`src/rtl/imdct_window_sequencer_if.sv`:
```
// Signal bundle between the IMDCT window sequencer, the sample buffer / window ROM,
// and the overlap-add stage.
interface imdct_window_sequencer_if #(
   parameter int DATA_W = 18
);
   logic              start;
   logic [1:0]        window;
   logic              busy;
   logic              done;
   logic              rom_enable;
   logic [1:0]        rom_window;
   logic [5:0]        rom_n;
   logic [DATA_W-1:0] rom_data;
   logic              smp_rd;
   logic [5:0]        smp_addr;
   logic [DATA_W-1:0] smp_data;
   logic              out_valid;
   logic              out_ready;
   logic [DATA_W-1:0] out_data;
   logic [5:0]        out_idx;

   modport slave (
      input  start, window, rom_data, smp_data, out_ready,
      output busy, done, rom_enable, rom_window, rom_n, smp_rd, smp_addr,
             out_valid, out_data, out_idx
   );

   modport master (
      output start, window, rom_data, smp_data, out_ready,
      input  busy, done, rom_enable, rom_window, rom_n, smp_rd, smp_addr,
             out_valid, out_data, out_idx
   );
endinterface

```
`src/rtl/imdct_window_sequencer.sv`:
```
// Walks one 36-sample IMDCT block, fetching sample + window coefficient per index,
// multiplies them and streams the windowed result in order through a 2-entry FIFO.
module imdct_window_sequencer #(
   parameter int DATA_W  = 18,
   parameter int LONG_N  = 36,
   parameter int SHORT_N = 12,
   parameter int SHORT_K = 3
) (
   input  logic                    clk,
   input  logic                    reset,
   imdct_window_sequencer_if.slave bus
);
   typedef enum logic [1:0] {IDLE, RUN, DRAIN} state_t;

   localparam logic [5:0]        LAST_I = 6'(LONG_N - 1);
   localparam logic [5:0]        LAST_M = 6'(SHORT_N - 1);
   localparam logic [DATA_W-1:0] S_MAX  = {1'b0, {(DATA_W-1){1'b1}}};

   if (SHORT_N * SHORT_K != LONG_N) begin : g_param_check
      $error("SHORT_N*SHORT_K must equal LONG_N");
   end

   state_t            state_q, state_d;
   logic [1:0]        win_q, win_d;
   logic [5:0]        i_q, i_d;
   logic [5:0]        m_q, m_d;
   logic [5:0]        rom_n_q, smp_addr_q;
   logic              dv_q;
   logic [5:0]        dv_idx_q;
   logic [DATA_W-1:0] fd_q [2];
   logic [5:0]        fi_q [2];
   logic              rp_q, wp_q;
   logic [1:0]        cnt_q;

   logic              issue, pop, done_c;
   logic [2:0]        occ;
   logic [5:0]        n_addr;

   // Occupancy after this cycle's write and pop; one more read fits while it is below 2.
   assign pop    = (cnt_q != 2'd0) && bus.out_ready;
   assign occ    = 3'(cnt_q) + 3'(dv_q) - 3'(pop);
   assign n_addr = (win_q == 2'd2) ? m_q : i_q;

   always_comb begin
      state_d = state_q;
      win_d   = win_q;
      i_d     = i_q;
      m_d     = m_q;
      issue   = 1'b0;
      done_c  = 1'b0;
      case (state_q)
         IDLE: begin
            if (bus.start) begin
               state_d = RUN;
               win_d   = bus.window;
               i_d     = '0;
               m_d     = '0;
            end
         end
         RUN: begin
            if (occ < 3'd2) begin
               issue = 1'b1;
               if (i_q == LAST_I) begin
                  state_d = DRAIN;
               end else begin
                  i_d = i_q + 6'd1;
                  m_d = (m_q == LAST_M) ? 6'd0 : m_q + 6'd1;
               end
            end
         end
         DRAIN: begin
            if (occ == 3'd0) begin
               done_c  = 1'b1;
               state_d = IDLE;
            end
         end
         default: state_d = IDLE;
      endcase
   end

   // Full-precision product; only +2^(2*DATA_W-2) can overflow the output slice.
   logic signed [2*DATA_W-1:0] prod;
   logic                       sat;
   logic [DATA_W-1:0]          wdat;
   logic                       unused_lsbs;

   assign prod        = $signed(bus.smp_data) * $signed(bus.rom_data);
   assign sat         = prod[2*DATA_W-1] != prod[2*DATA_W-2];
   assign wdat        = sat ? S_MAX : prod[2*DATA_W-2 -: DATA_W];
   assign unused_lsbs = ^prod[DATA_W-2:0];

   always_ff @(posedge clk) begin
      if (reset) begin
         state_q    <= IDLE;
         win_q      <= '0;
         i_q        <= '0;
         m_q        <= '0;
         rom_n_q    <= '0;
         smp_addr_q <= '0;
         dv_q       <= 1'b0;
         dv_idx_q   <= '0;
         rp_q       <= 1'b0;
         wp_q       <= 1'b0;
         cnt_q      <= '0;
         for (int k = 0; k < 2; k++) begin
            fd_q[k] <= '0;
            fi_q[k] <= '0;
         end
      end else begin
         state_q <= state_d;
         win_q   <= win_d;
         i_q     <= i_d;
         m_q     <= m_d;
         dv_q    <= issue;
         if (issue) begin
            rom_n_q    <= n_addr;
            smp_addr_q <= i_q;
            dv_idx_q   <= i_q;
         end
         if (dv_q) begin
            fd_q[wp_q] <= wdat;
            fi_q[wp_q] <= dv_idx_q;
            wp_q       <= ~wp_q;
         end
         if (pop) rp_q <= ~rp_q;
         cnt_q <= occ[1:0];
      end
   end

   // Address outputs show the live index while reading, otherwise the last one issued.
   assign bus.rom_enable = issue;
   assign bus.smp_rd     = issue;
   assign bus.rom_window = win_q;
   assign bus.rom_n      = issue ? n_addr : rom_n_q;
   assign bus.smp_addr   = issue ? i_q : smp_addr_q;
   assign bus.busy       = state_q != IDLE;
   assign bus.done       = done_c;
   assign bus.out_valid  = cnt_q != 2'd0;
   assign bus.out_data   = fd_q[rp_q];
   assign bus.out_idx    = fi_q[rp_q];
endmodule

```
`src/flat_wrapper.sv`:
```
// flat-port wrapper written by rule: the top's interface ports become plain ports
module imdct_window_sequencer_flat 
#(
   parameter int DATA_W  = 18,
   parameter int LONG_N  = 36,
   parameter int SHORT_N = 12,
   parameter int SHORT_K = 3
)
  (clk, reset, bus_start, bus_window, bus_rom_data, bus_smp_data, bus_out_ready, bus_busy, bus_done, bus_rom_enable, bus_rom_window, bus_rom_n, bus_smp_rd, bus_smp_addr, bus_out_valid, bus_out_data, bus_out_idx);
  imdct_window_sequencer_if #(.DATA_W(DATA_W)) bus_i ();
  input  logic clk;
  input  logic reset;
  input wire logic [$bits(bus_i.start)-1:0] bus_start;
  input wire logic [$bits(bus_i.window)-1:0] bus_window;
  input wire logic [$bits(bus_i.rom_data)-1:0] bus_rom_data;
  input wire logic [$bits(bus_i.smp_data)-1:0] bus_smp_data;
  input wire logic [$bits(bus_i.out_ready)-1:0] bus_out_ready;
  output wire logic [$bits(bus_i.busy)-1:0] bus_busy;
  output wire logic [$bits(bus_i.done)-1:0] bus_done;
  output wire logic [$bits(bus_i.rom_enable)-1:0] bus_rom_enable;
  output wire logic [$bits(bus_i.rom_window)-1:0] bus_rom_window;
  output wire logic [$bits(bus_i.rom_n)-1:0] bus_rom_n;
  output wire logic [$bits(bus_i.smp_rd)-1:0] bus_smp_rd;
  output wire logic [$bits(bus_i.smp_addr)-1:0] bus_smp_addr;
  output wire logic [$bits(bus_i.out_valid)-1:0] bus_out_valid;
  output wire logic [$bits(bus_i.out_data)-1:0] bus_out_data;
  output wire logic [$bits(bus_i.out_idx)-1:0] bus_out_idx;
  assign bus_i.start = bus_start;
  assign bus_i.window = bus_window;
  assign bus_i.rom_data = bus_rom_data;
  assign bus_i.smp_data = bus_smp_data;
  assign bus_i.out_ready = bus_out_ready;
  assign bus_busy = bus_i.busy;
  assign bus_done = bus_i.done;
  assign bus_rom_enable = bus_i.rom_enable;
  assign bus_rom_window = bus_i.rom_window;
  assign bus_rom_n = bus_i.rom_n;
  assign bus_smp_rd = bus_i.smp_rd;
  assign bus_smp_addr = bus_i.smp_addr;
  assign bus_out_valid = bus_i.out_valid;
  assign bus_out_data = bus_i.out_data;
  assign bus_out_idx = bus_i.out_idx;
  imdct_window_sequencer #(.DATA_W(DATA_W), .LONG_N(LONG_N), .SHORT_N(SHORT_N), .SHORT_K(SHORT_K)) u_core (.clk(clk), .reset(reset), .bus(bus_i));
endmodule
```
`config.mk`:
```
export PLATFORM = sky130hd
export DESIGN_NAME = imdct_window_sequencer_flat
export DESIGN_NICKNAME = d
export VERILOG_FILES = /design/src/rtl/imdct_window_sequencer_if.sv /design/src/rtl/imdct_window_sequencer.sv /design/src/flat_wrapper.sv
export SDC_FILE = /design/constraint.sdc
export NUM_CORES = 1
export LEC_CHECK = 0
export BUFFER_PORTS_ARGS = -buffer_cell sky130_fd_sc_hd__buf_2
export CAP_MARGIN = 20
export CORE_MARGIN = 5
export CORE_UTILIZATION = 36
export CTS_CLUSTER_DIAMETER = 80
export DETAILED_ROUTE_END_ITERATION = 12
export PLACE_DENSITY = 0.53
export SYNTH_ARGS = -nofsm -noshare
export SYNTH_HDL_FRONTEND = slang
export SYNTH_SLANG_ARGS = --single-unit
export TNS_END_PERCENT = 5
```
`constraint.sdc`:
```
create_clock -name clk -period 18.88 [get_ports clk]
set_input_delay 3.776 -clock clk [delete_from_list [all_inputs] [get_ports clk]]
set_output_delay 3.776 -clock clk [all_outputs]
set_load 0.01 [all_outputs]
```
# ---- Word-level counts from Yosys, hierarchy flattened
# Memory sizes are Yosys's and may differ from the RTL's. A register that Yosys moved wholly into a read port is not among the register bits.
# Index checks and enable logic that the tools add are counted.
dict set report word_totals {
  elab_cells 79
  mem_count 2
  ramBits 48
  register_bits 39
}
# name depth word_bits rd rd_clocked_by_memory_dff write_ports line
set mem_list {}
lappend mem_list {u_core.fd_q 2 18 1 1 2 imdct_window_sequencer.sv:30} ;# logic [DATA_W-1:0] fd_q [2];
lappend mem_list {u_core.fi_q 2 6 1 1 2 imdct_window_sequencer.sv:31} ;# logic [5:0] fi_q [2];
dict set report op_classes {
  n_addsub 4
  n_mul 1
  n_mux 36
  n_bitwise 2
  n_eq_ne 11
  reduce_logical 11
  magnitude_cmp 1
}
# cell n
set ops {}
lappend ops {{2-to-1 mux 6 bit} 10}
lappend ops {{multiplier 18 x 18 -> 36 bit} 1}
lappend ops {{2-to-1 mux 18 bit} 2}
lappend ops {{case mux 6 bit (2 select lines)} 2}
lappend ops {{OR reduction 18 bit} 1}
lappend ops {{2-to-1 mux 1 bit} 17}
lappend ops {{adder 6 x 1 -> 6 bit (second input constant)} 2}
lappend ops {{2-to-1 mux 2 bit} 4}
lappend ops {{AND reduction 4 bit} 2}
lappend ops {{equality test 6 x 4 -> 1 bit (second input constant)} 1}
lappend ops {{equality test 6 bit (second input constant)} 1}
lappend ops {{!= test 2 x 1 -> 1 bit (second input constant)} 3}
lappend ops {{case mux 2 bit (3 select lines)} 1}
lappend ops {{nonzero test 2 bit} 3}
lappend ops {{OR reduction 6 bit} 1}
lappend ops {{equality test 2 bit (second input constant)} 2}
lappend ops {{!= test 2 bit (second input constant)} 2}
lappend ops {{adder 2 x 1 -> 3 bit} 1}
lappend ops {{zero test 3 bit} 1}
lappend ops {{< comparator 3 x 2 -> 1 bit (second input constant)} 1}
lappend ops {{subtractor 3 x 1 -> 3 bit} 1}
lappend ops {{equality test 2 x 1 -> 1 bit (second input constant)} 1}
lappend ops {{zero test 2 bit} 1}
lappend ops {{inverter 1 bit} 2}
lappend ops {{other kinds (3)} 3}

# ---- Longest topological paths before layout
dict set report depth {
  ltp_word 7
  ltp_mapped 31
  depth_no_buf 27
}

# ---- Worst setup path before layout
# OpenSTA, ideal clock, no wires.
dict set report synth_path {
  path_kind {input to register}
  from {in bus_smp_data[17]}
  to {mem u_core.fd_q[0][14] (data pin)}
  setup_time_ns 0.160
  required_time_ns 18.720
  setup_slack_ns 8.062
  cell_stages 29
  arrival_ns 10.658
  path_cell_list {clkbuf_1 > clkbuf_1 > nand2_1 > inv_1 > fa_1 > inv_1 > fa_1 > inv_1 > ha_1 > inv_1 > fa_1 > inv_1 > fa_1 > inv_1 > fa_1 > inv_1 > ha_1 > a21o_1 > a31oi_1 > o211ai_1 > and4b_4 > o31ai_4 > a21oi_1 > xnor2_1 > ha_1 > clkbuf_1 > clkinv_1 > o21ai_0 > nor3b_1}
}
# element line
set synth_rtl {}
lappend synth_rtl {{start: declaration} flat_wrapper.sv:16} ;# input wire logic [$bits(bus_i.smp_data)-1:0] bus_smp_data;
lappend synth_rtl {{end: declaration} imdct_window_sequencer.sv:30}

==> summary.md <==
| Metric | Value |
|---|---|
| Status | `finished, final reports clean` |
| Worst Path Max Fanout | `21` |
| TritonCTS clock tree | `yes` |
| Slowest-stage cell, CP | `ha_1` |
| Chip Width | `roughly 220 µm` |
| Worst Path Required | `~19 ns` |
| CTS clk-pin slew, worst paths | `roughly 0.06 ns` |
| First-pass GRT wire length | `64200 µm` |
| Post-Synthesis Cells | `around 1700` |
| Skew-Pair Late Insertion Delay | `0.34 ns` |
| RSZ-0062 raised after global routing | `false` |
| Post-Syn Nets | `about 2100` |
| Multi-input gate area | `around 0.012 mm²` |
| Slew headroom | `between 20% and 30%` |
| Synth unique cells | `61` |
| Largest net degree at the start of global routing | `38` |
| CP startpoint | `bus_rom_data[0]` |
| Routed WL | `~38000 µm` |
| Worst Setup Start Kind | `primary input` |
| Setup Buffers After CTS | `0` |
| Setup TNS | `0 ns` |
| CP most frequent cell | `inv_1` |
| I/O pin count | `85` |
| Final Hold Viols | `0` |
| Fin crit share | `59.3%` |
| Remaining DRCs | `0` |
| Cell Area, Synth | `around 0.016 mm²` |
| Total GRT Usage | `approximately 17%` |
| Die ar. | `approximately 0.048 mm²` |
| # clock sinks | `88` |
| Final RePlAce weighted congestion | `about 0.84` |
| Ant diodes | `0` |
| Seq. cell area | `approximately 0.0022 mm²` |
| Fill count | `around 4400` |
| # hold bufs at CTS | `0` |
| Max frequency | `a little under 0.09 GHz` |
| Initial antenna violation count | `0` |
| FFs w/ async S/R, synth | `0%` |
| Worst R2R Start | `u_core.cnt_q[1]` |
| CTS Buf Count | `9` |
| # resized after CTS | `0` |
| Hold path start | `u_core.dv_idx_q[4]` |
| Sequential area share after synthesis | `about 14%` |
| Final setup skew | `~0.011 ns` |
| Gr ovfl total | `0` |
| Register bit total from synthesis | `88` |
| DPL Wire Length | `approximately 31000 µm` |
| Worst-Margin Slew | `approximately 1.1 ns` |
| Vias | `11100` |
| Mean Syn Cell Area | `about 9.4 µm²` |
| Die height | `roughly 220 µm` |
| Crit-path max cell delay | `approximately 0.7 ns` |
| Clock Tree Root | `clkbuf_16` |
| Placement row count | `76` |
| Placed cell areas | `0.0167 mm²` |
| Critical Path End Type | `flip-flop` |
| Final Max Slew Viols | `0` |
| Setup violators final | `0` |
| Top_reg_cell synth | `edfxtp_1` |
| Crit path kind | `primary input to flip-flop` |
| Post-route ant nets | `0` |
| Proportion of layout cells with a drive suffix above 1 | `8.58%` |
| Initial drt markers | `roughly 520` |
| Area grow syn2layout | `8.16%` |
| Min-Delay Path Class | `flip-flop to flip-flop` |
| CTS max path bufs | `2` |
| Layout Nets | `2183` |
| Starting Density | `a little over a third` |
| Port Buf Inserts | `84` |
| Vias per inst | `roughly 4.8` |
| DR WL/cell | `about 17 µm` |
| Vias in the first global route | `approximately 12000` |
| Reg2Reg Setup Slack | `roughly 15 ns` |
| H-tree levels | `3` |
| Max-cap violation count | `0` |
| Post-synth EDFFs | `48` |
| Design Area, Final | `between 0.015 and 0.02 mm²` |
| Ys Warns | `0` |
| Core Area | `0.0433 mm²` |
| Pre-Repair DR Iteration Count | `5` |
| Minimum clock period | `around 11 ns` |
| Worst EP arrival | `roughly 11 ns` |
-- flip-flops by register name, indices dropped and copies added, names as in the netlist, 2 cells and up, named ones only --
| register | flops |
|---|---|
| u_core.bus.rom_window | 2 |
| u_core.i_q | 6 |
| u_core.fd_q | 36 |
| u_core.m_q | 6 |
| u_core.fi_q | 12 |
| u_core.smp_addr_q | 6 |
| u_core.cnt_q | 2 |
| u_core.rom_n_q | 6 |
| u_core.dv_idx_q | 6 |
| u_core.state_q | 2 |
-- final cells by class --
cell class                      count  share of cell area [%]
Clock inverter                      7                   0.601
Timing Repair Buffer               90                    2.89
Tap cell                          585                    4.28
Sequential cell                    88                    13.1
Inverter                          386                    8.48
Clock buffer                        9                    1.32
Multi-Input combinational cell   1144                    69.3
-- cell families (layout without fill, tap and decap cells) --
logic type | after synthesis | after routing | synth area share (%)
buffers and inverters | 453 | 492 | 10.8
and+or+nand+nor | 521 | 521 | 16.4
DFF | 88 | 88 | 14.2
adders and majority gates | 422 | 422 | 49.1
muxes | 36 | 36 | 2.49
xor gates and xnor gates | 35 | 35 | 1.94
AOI/OAI and AO/OA | 130 | 130 | 5.09
-- routing by layer --
metal	vias to the layer above	GRT usage (%)	wire length, µm
li1	5120	-	-
met1	5784	21.6	16000
met2	192	30.8	20100
met3	51	1.70	1180
met4	0	3.87	967
met5	-	0	0
-- worst max-delay path, delay by kind of cell --
kind	cells	cell delay (ns)
simple gates	3	0.73
fa+ha+maj	8	4.28
xor+xnor	1	0.08
compound gates	6	1.13
buf+inv	9	1.34
-- path summary, 6_finish.rpt --
path / endpoint / cells past startpoint
setup reg to reg: u_core.m_q[5] / 13
hold reg to reg: u_core.dv_idx_q[4] / 2
hold / removal: u_core.dv_idx_q[4] / 2
setup / recovery: u_core.fd_q[0][14] / 27
-- cells in the mapped netlist (all sizes together), types with 15 or more instances --
library cell  count  area share, %
edfxtp           48            9.1
ha               93            7.4
xnor2            21            1.2
inv             385            9.1
dfxtp            40            5.1
nand3            15           0.48
o21ai            28           0.91
nor2             66            1.6
and2            161            6.4
fa              329             42
a21oi            56            1.8
nand2           215            5.1
clkbuf           61            1.4
mux2             26            1.9
-- stage by stage --
| step | hold slack (ns) | setup WS, ns | cells | utilization, % |
|---|---|---|---|---|
| 6_report | 0.462 | 7.68 | 2309 | 39.5 |
| 5_1_grt | 0.485 | 7.02 | 2309 | 39.5 |
| 4_1_cts | 0.462 | 7.64 | 2308 | 39.4 |
| 3_5_place_dp | 0.454 | 7.28 | 2292 | 38.7 |
| 3_3_place_gp | 0.452 | 7.50 | 2289 | 38.6 |
| 2_1_floorplan | 0.440 | 8.06 | 1685 | - |
-- cell usage in the layout, fill, tap and decap left out, drive strengths merged, types with 2 or more instances in the layout --
master,synthesis,final
nor2b,13,13
bufinv,0,2
a31oi,4,4
or3,5,5
nor3,8,8
fa,329,329
mux2i,10,10
nor2,66,66
nor4,2,2
or2,4,4
o21a,6,6
nand2,215,215
ha,93,93
and2,161,161
nand4,10,10
nand2b,8,8
o2111ai,2,2
xnor2,21,21
a211oi,7,7
nor4b,2,2
o21ai,28,28
dfxtp,40,40
inv,385,388
mux2,26,26
xor2,14,14
and3,4,4
edfxtp,48,48
nand3,15,15
a21oi,56,56
a21o,11,11
o211ai,3,3
clkbuf,61,9
clkinv,1,2
o21bai,2,2
o31ai,2,2
buf,6,90
a41oi,2,2
nor3b,4,4
Power is not shown: default switching activity piles up to over one toggle a cycle in this logic, so the estimate is an artifact.
